<file path="config.mk">
export PLATFORM = sky130hd
export DESIGN_NAME = crop_filter_mp
export DESIGN_NICKNAME = d
export VERILOG_FILES = /design/src/rtl/crop_filter_mp.sv
export SDC_FILE = /design/constraint.sdc
export NUM_CORES = 1
export LEC_CHECK = 0
export BUFFER_PORTS_ARGS = -buffer_cell sky130_fd_sc_hd__clkbuf_2
export CELL_PAD_IN_SITES_DETAIL_PLACEMENT = 1
export CELL_PAD_IN_SITES_GLOBAL_PLACEMENT = 2
export CORE_ASPECT_RATIO = 1.25
export CORE_MARGIN = 2
export CORE_UTILIZATION = 40
export DETAILED_ROUTE_END_ITERATION = 8
export PLACE_DENSITY_LB_ADDON = 0.1
export SETUP_SLACK_MARGIN = 0.1
export SKIP_LAST_GASP = 1
export SYNTH_ARGS = -nofsm -noshare
export SYNTH_HDL_FRONTEND = slang
export SYNTH_SLANG_ARGS = --single-unit
</file>
<file path="constraint.sdc">
create_clock -name clk -period 14.1 [get_ports clk]
set_input_delay 0 -clock clk [delete_from_list [all_inputs] [get_ports clk]]
set_output_delay 0 -clock clk [all_outputs]
set_load 0.01 [all_outputs]
</file>
<file path="src/rtl/crop_filter_mp.sv">
`default_nettype none
// ============================================================================
// Module  : crop_filter_mp
// Crops a multi-pixel AXIS frame to a latched window; tracks max/min and framing errors.
// Revision: 1.0 - initial release
// ============================================================================
module crop_filter_mp #(
    parameter int PIXEL_BIT_WIDTH = 10,
    parameter int PIXELS_PER_BEAT = 4,
    parameter int IN_ROWS         = 8,
    parameter int IN_COLS         = 16,
    parameter int OUT_ROWS        = 4,
    parameter int OUT_COLS        = 8
) (
    input  logic                                       clk,
    input  logic                                       s_axis_resetn,
    input  logic                                       ap_start,
    output logic                                       ap_ready,
    output logic                                       ap_idle,
    output logic                                       ap_done,
    input  logic [$clog2(IN_COLS)-1:0]                 crop_x0,
    input  logic [$clog2(IN_ROWS)-1:0]                 crop_y0,
    input  logic                                       s_axis_tvalid,
    output logic                                       s_axis_tready,
    input  logic [PIXELS_PER_BEAT*PIXEL_BIT_WIDTH-1:0] s_axis_tdata,
    input  logic                                       s_axis_tlast,
    output logic                                       m_axis_tvalid,
    input  logic                                       m_axis_tready,
    output logic [PIXELS_PER_BEAT*PIXEL_BIT_WIDTH-1:0] m_axis_tdata,
    output logic                                       m_axis_tuser,
    output logic                                       m_axis_tlast,
    output logic [PIXEL_BIT_WIDTH-1:0]                 max_value,
    output logic [PIXEL_BIT_WIDTH-1:0]                 min_value,
    output logic                                       frame_err
);

    localparam int c_dw    = PIXELS_PER_BEAT * PIXEL_BIT_WIDTH;
    localparam int c_cw    = $clog2(IN_COLS);
    localparam int c_rw    = $clog2(IN_ROWS);
    localparam int c_beats = IN_COLS / PIXELS_PER_BEAT;
    localparam int c_bw    = (c_beats > 1) ? $clog2(c_beats) : 1;
    localparam int c_x_max = IN_COLS - OUT_COLS;
    localparam int c_y_max = IN_ROWS - OUT_ROWS;
    localparam logic [c_cw-1:0] c_x_mask = ~c_cw'(PIXELS_PER_BEAT - 1);

    localparam logic [1:0] c_idle  = 2'd0;
    localparam logic [1:0] c_run   = 2'd1;
    localparam logic [1:0] c_drain = 2'd2;

    logic [1:0]                 r_state;
    logic [1:0]                 w_next_state;
    logic [c_bw-1:0]            r_col;
    logic [c_rw-1:0]            r_row;
    logic [c_cw-1:0]            r_x0;
    logic [c_rw-1:0]            r_y0;
    logic [PIXEL_BIT_WIDTH-1:0] r_max;
    logic [PIXEL_BIT_WIDTH-1:0] r_min;
    logic                       r_err;

    logic [c_dw-1:0]            r_buf_data [2];
    logic                       r_buf_user [2];
    logic                       r_buf_last [2];
    logic                       r_wr_ptr;
    logic                       r_rd_ptr;
    logic [1:0]                 r_count;

    logic                       w_start;
    logic                       w_accept;
    logic                       w_push;
    logic                       w_pop;
    logic                       w_full;
    logic                       w_in_win;
    logic                       w_first_win;
    logic                       w_last_win;
    logic                       w_final_beat;
    int                         w_row_i;
    int                         w_colpix;
    logic [c_cw-1:0]            w_x0_aligned;
    logic [c_cw-1:0]            w_x0_start;
    logic [c_rw-1:0]            w_y0_start;
    logic [PIXEL_BIT_WIDTH-1:0] w_beat_max;
    logic [PIXEL_BIT_WIDTH-1:0] w_beat_min;

    assign w_start  = (r_state == c_idle) && ap_start;
    assign w_accept = s_axis_tvalid && s_axis_tready;
    assign w_push   = w_accept && w_in_win;
    assign w_pop    = m_axis_tvalid && m_axis_tready;
    assign w_full   = (r_count == 2'd2);

    // Window position is evaluated on the counters of the beat currently offered.
    always_comb begin
        w_row_i      = int'(r_row);
        w_colpix     = int'(r_col) * PIXELS_PER_BEAT;
        w_in_win     = (w_row_i >= int'(r_y0)) && (w_row_i < int'(r_y0) + OUT_ROWS) &&
                       (w_colpix >= int'(r_x0)) && (w_colpix < int'(r_x0) + OUT_COLS);
        w_first_win  = (w_row_i == int'(r_y0)) && (w_colpix == int'(r_x0));
        w_last_win   = (w_row_i == int'(r_y0) + OUT_ROWS - 1) &&
                       (w_colpix == int'(r_x0) + OUT_COLS - PIXELS_PER_BEAT);
        w_final_beat = (r_row == c_rw'(IN_ROWS - 1)) && (r_col == c_bw'(c_beats - 1));
    end

    always_comb begin
        w_x0_aligned = crop_x0 & c_x_mask;
        w_x0_start   = (int'(w_x0_aligned) > c_x_max) ? c_cw'(c_x_max) : w_x0_aligned;
        w_y0_start   = (int'(crop_y0) > c_y_max) ? c_rw'(c_y_max) : crop_y0;
    end

    always_comb begin
        w_beat_max = r_max;
        w_beat_min = r_min;
        for (int i = 0; i < PIXELS_PER_BEAT; i++) begin
            if (s_axis_tdata[i*PIXEL_BIT_WIDTH +: PIXEL_BIT_WIDTH] > w_beat_max)
                w_beat_max = s_axis_tdata[i*PIXEL_BIT_WIDTH +: PIXEL_BIT_WIDTH];
            if (s_axis_tdata[i*PIXEL_BIT_WIDTH +: PIXEL_BIT_WIDTH] < w_beat_min)
                w_beat_min = s_axis_tdata[i*PIXEL_BIT_WIDTH +: PIXEL_BIT_WIDTH];
        end
    end

    always_ff @(posedge clk) begin
        if (!s_axis_resetn) r_state <= c_idle;
        else                r_state <= w_next_state;
    end

    always_comb begin
        w_next_state = r_state;
        case (r_state)
            c_idle:  if (ap_start) w_next_state = c_run;
            c_run:   if (w_accept && w_final_beat) w_next_state = c_drain;
            c_drain: if (r_count == 2'd0) w_next_state = c_idle;
            default: w_next_state = c_idle;
        endcase
    end

    always_comb begin
        ap_idle       = (r_state == c_idle);
        ap_ready      = (r_state == c_idle);
        ap_done       = (r_state == c_drain) && (r_count == 2'd0);
        s_axis_tready = (r_state == c_run) && (!w_in_win || !w_full);
    end

    always_ff @(posedge clk) begin
        if (!s_axis_resetn) begin
            r_col <= '0;
            r_row <= '0;
            r_x0  <= '0;
            r_y0  <= '0;
            r_max <= '0;
            r_min <= '1;
            r_err <= 1'b0;
        end else begin
            if (w_start) begin
                r_x0  <= w_x0_start;
                r_y0  <= w_y0_start;
                r_max <= '0;
                r_min <= '1;
                r_err <= 1'b0;
                r_col <= '0;
                r_row <= '0;
            end
            if (w_accept) begin
                if (r_col == c_bw'(c_beats - 1)) begin
                    r_col <= '0;
                    r_row <= (r_row == c_rw'(IN_ROWS - 1)) ? '0 : r_row + 1'b1;
                end else begin
                    r_col <= r_col + 1'b1;
                end
                // The frame ends by count; tlast only flags disagreement.
                if (s_axis_tlast != w_final_beat) r_err <= 1'b1;
                if (w_in_win) begin
                    r_max <= w_beat_max;
                    r_min <= w_beat_min;
                end
            end
        end
    end

    always_ff @(posedge clk) begin
        if (!s_axis_resetn) begin
            r_wr_ptr <= 1'b0;
            r_rd_ptr <= 1'b0;
            r_count  <= 2'd0;
            for (int i = 0; i < 2; i++) begin
                r_buf_data[i] <= '0;
                r_buf_user[i] <= 1'b0;
                r_buf_last[i] <= 1'b0;
            end
        end else begin
            if (w_push) begin
                r_buf_data[r_wr_ptr] <= s_axis_tdata;
                r_buf_user[r_wr_ptr] <= w_first_win;
                r_buf_last[r_wr_ptr] <= w_last_win;
                r_wr_ptr             <= ~r_wr_ptr;
            end
            if (w_pop) r_rd_ptr <= ~r_rd_ptr;
            r_count <= r_count + {1'b0, w_push} - {1'b0, w_pop};
        end
    end

    assign m_axis_tvalid = (r_count != 2'd0);
    assign m_axis_tdata  = r_buf_data[r_rd_ptr];
    assign m_axis_tuser  = r_buf_user[r_rd_ptr];
    assign m_axis_tlast  = r_buf_last[r_rd_ptr];
    assign max_value     = r_max;
    assign min_value     = r_min;
    assign frame_err     = r_err;

endmodule
`default_nettype wire
</file>
==> impl_results.md <==
* DR DRC count at 0
* Fin area at 9886 µm²
* Via count at 7,121
* Worst setup path start: max_value[4]
* Most used DFF post-synth: edfxtp_1
* Critical path required time at 14.40 ns
* Part of the power in registers at 0.337
* TritonCTS buffer count at 17
* Top post-synthesis cells by area: edfxtp_1 (29%), ha_1 (13%), dfxtp_1 (10%)
* Final #Nets at 1,105
* P_int at 0.0008586 W
* Worst endpoint data arrival time at 10.52 ns
* Worst path slowest cell: a211o_1
* Kind of critical path: reg2reg
* Initial DRC count at 366
* R2R depth at 33
* Pwr dens at 130.2 nW/µm²
* Net Sw Power at 0.0004282 W
* Die H at between 150 and 200 µm
* Finish-stage setup viols at 0
* H-tree depth at 4
* R2R Setup Slk at 3.87 ns
* HP Class: in2reg
* Outcome: completed
* Core area at 20,670 µm²
* Syn avg cell area at 9.838 µm²
* Chip width at 133.2 µm
* Post-CTS Setup Inserts at 0
* Post-DR vias/cell at 5.688
* I/O pins at 121
* Min Clock Period, post-route at 10.23 ns
* # resized after CTS at 0
* Comb power frac at 0.316
* Syn nets at 988
* # clock sinks at 122
* Post-synth top area share at 0.2879
* Levels on crit path at 33
* CTS tree: built
* Worst-path maximum fanout at 26
* Post-route ant nets at 0
* Critical Path Max Stage Delay at 0.87 ns
* R2r endpoint: max_value[4]
* Post-synthesis sequential area ratio at 0.3887
* First-pass GRT wire length at around 43,000 µm
* All-Layer GR Usage at 0.2567
* Router iterations before antenna repair at 5
* Row count at 59
* Routed wire per std cell at 22.46 µm
* EDFF count, synth at 80
* Clk pin slew, worst setup/hold paths at 0.06 ns
* Switch share at 0.3328
* Critical path capture point type: flip-flop
* Drt total wl at 28,120 µm
* Buffer and inverter count on the worst path at 1
* Final total power at roughly 0.0013 W
* Post-DP Area at 9190 µm²
* Layout cell share with drive strength beyond 1 at 0.2219
* Initial antenna violation count at 0
* Async SR Flop Fraction at 0
* LEAKAGE at 4.436 nW
* R2R Path Start: max_value[4]
* Synth area leader: edfxtp_1
* CTS Root Cell: clkbuf_16
* Grt ovf at 0
* RD Place Congestion at 0.9415
* Worst-Margin Slew at 1.104 ns
* Max cap viols at 0
* Area delta synth->final at 18.49%
* Slew Limit Headroom at 0.2640
* Initial Util at 0.4036
* CP most frequent cell: ha_1
* Peak Freq at 0.09777 GHz
* CP endpoint: max_value[4]
* #FFs+latches synth at 122
* Total die area at 22,040 µm²
* Worst skew pair latency at 0.42 ns
* Number of port buffers at 118
* Vias in the first global route at 7,532
* Largest net degree at the start of global routing at 45
* Period utilization at 0.7254
* RSZ-0062 raised after global routing: no
* Top Family by Delay on Critical Path: compound AO/OA/AOI/OAI gates
* Fin. max-slew vios at 0
* Final Skew at 0.01424 ns
* Clock buffer depth at 2
* DP HPWL at approximately 22,000 µm
* Library cells used by synthesis at 59
* Synth warn at 0
* Critical Path Start Type: flip-flop
* Post-Synthesis Cells at 848
* Clock Power Share at 0.347
* Antenna Diode Count at 0
* Peak supply drop at 83.79 µV
* Final Hold Vio Count at 0
* CTS Hold Bufs at 10
* Setup TNS at 0 ns
* FILL cells at 2,419
* Mapped Area at roughly 8300 µm²
==> layer usage <==
| layer | up-vias | GRT usage | wire length (µm) |
|---|---|---|---|
| met5 | - | 0 | 0 |
| met4 | 0 | 0.1030 | 948 |
| met3 | 49 | 0.03816 | 963 |
| met2 | 179 | 0.4633 | 14260 |
| met1 | 3531 | 0.3081 | 11950 |
| li1 | 3362 | - | - |
==> power by group through the flow <==
| stage | clock, W | combinational, W | sequential (W) |
|---|---|---|---|
| 2_1_floorplan | 0 | 0.000287 | 0.000423 |
| 3_3_place_gp | 0 | 0.000383 | 0.000440 |
| 3_5_place_dp | 0 | 0.000400 | 0.000442 |
| 4_1_cts | 0.000454 | 0.000405 | 0.000435 |
| 5_1_grt | 0.000467 | 0.000445 | 0.000439 |
| 6_report | 0.000447 | 0.000406 | 0.000434 |
==> final cells by class <==
| class | instances | area [µm²] | area share |
|---|---|---|---|
| Clock buffer | 20 | 446.7 | 0.04518 |
| Clock inverter | 12 | 148.9 | 0.01506 |
| Inverter | 73 | 274.0 | 0.02772 |
| Multi-Input combinational cell | 618 | 4701 | 0.4755 |
| Sequential cell | 122 | 3244 | 0.3282 |
| Tap cell | 274 | 342.8 | 0.03468 |
| Timing Repair Buffer | 133 | 728.2 | 0.07366 |
==> layout by cell type, fill, tap and decap left out, drive strengths merged, types with 4 or more instances in the layout <==
cell	count
a2111oi	4
nor2b	6
inv	72
mux2	54
or2	5
o211ai	12
clkbuf	138
a41oi	8
nand2	41
a31oi	5
edfxtp	80
a21oi	43
nand4	13
a21o	16
clkinv	7
nor3	13
buf	5
xnor2	4
o32ai	9
nand3	19
xor2	4
nand2b	7
o2bb2ai	9
and3	20
a211o	5
ha	87
mux2i	38
dfxtp	42
dlygate4sd3	10
o21a	8
o21ai	37
nor2	84
and2	25
==> registers in the layout, summed over array words and instances (netlist names), 2 cells and up, named ones only <==
signal and flops:
r_state 2, r_buf_data 80, r_buf_user 2, r_y0 3
min_value 10, max_value 10, r_row 3, r_x0 2
r_buf_last 2, r_count 2, r_col 2
==> worst min path at each step <==
stage	from	to	slack [ns]	cells past startpoint
after global placement	crop_x0[3]	r_x0[3]	0.28	3
after floorplan	ap_start	r_y0[2]	0.15	2
final	s_axis_tdata[9]	r_buf_data[0][9]	0.02	2
after global routing	s_axis_tdata[9]	r_buf_data[0][9]	0.01	2
after CTS	s_axis_tdata[9]	r_buf_data[0][9]	0.002	2
after detailed placement	crop_x0[3]	r_x0[3]	0.30	3
==> worst register-to-register path: cells and delay by family, from the launching register on <==
kind / cells / cell delay, ns
adders and majority gates: 4 / 1.36
buffers and inverters: 1 / 0.13
and+or+nand+nor: 8 / 1.93
muxes: 3 / 1.16
DFF: 1 / 0.43
AOI/OAI and AO/OA: 17 / 5.11
==> Yosys cell counts (3+ instances only) <==
cell type  number
a41oi_1         8
or2_2           5
xor2_1          4
a21oi_1        43
o211ai_1       12
edfxtp_1       80
clkbuf_1       27
o221ai_1        3
nor2_1         84
xnor2_1         4
nor3_1         13
nor3b_1         3
o22ai_1         3
and3_1         20
ha_1           87
nand2_1        41
nand2b_1        7
a21o_1         16
a211o_1         5
and2_1         25
buf_1           6
o2bb2ai_1       8
a2111oi_0       4
mux2_2         40
mux2i_1        38
mux2_4         14
or3_1           3
o21ai_0        35
nand3_1        19
nand4_1        13
dfxtp_1        42
a22oi_1         3
o21a_1          8
a31oi_1         5
nor2b_1         6
inv_1          72
o32ai_1         9
o31ai_1         3
==> kinds of logic after synthesis <==
| logic type | after synthesis | synth area share |
|---|---|---|
| AND/OR/NAND/NOR | 245 | 0.1437 |
| AO/OA/AOI/OAI | 186 | 0.1548 |
| flip-flops | 122 | 0.3887 |
| buffers and inverters | 108 | 0.04919 |
| multiplexers | 92 | 0.1248 |
| adder cells (fa/ha/maj) | 87 | 0.1305 |
| XOR/XNOR | 8 | 0.008397 |
==> per-stage QoR <==
step	hold slack [ns]	setup slack, ns	utilization	instances
6_report	0.01744	3.872	0.4783	1252
3_3_place_gp	0.2825	4.454	0.4446	1210
3_5_place_dp	0.3041	4.130	0.4446	1210
4_1_cts	0.001718	4.067	0.4783	1252
5_1_grt	0.01029	3.338	0.4783	1252
2_1_floorplan	0.1475	6.256	-	848
No activity file was read; power rests on OpenSTA's default activity.
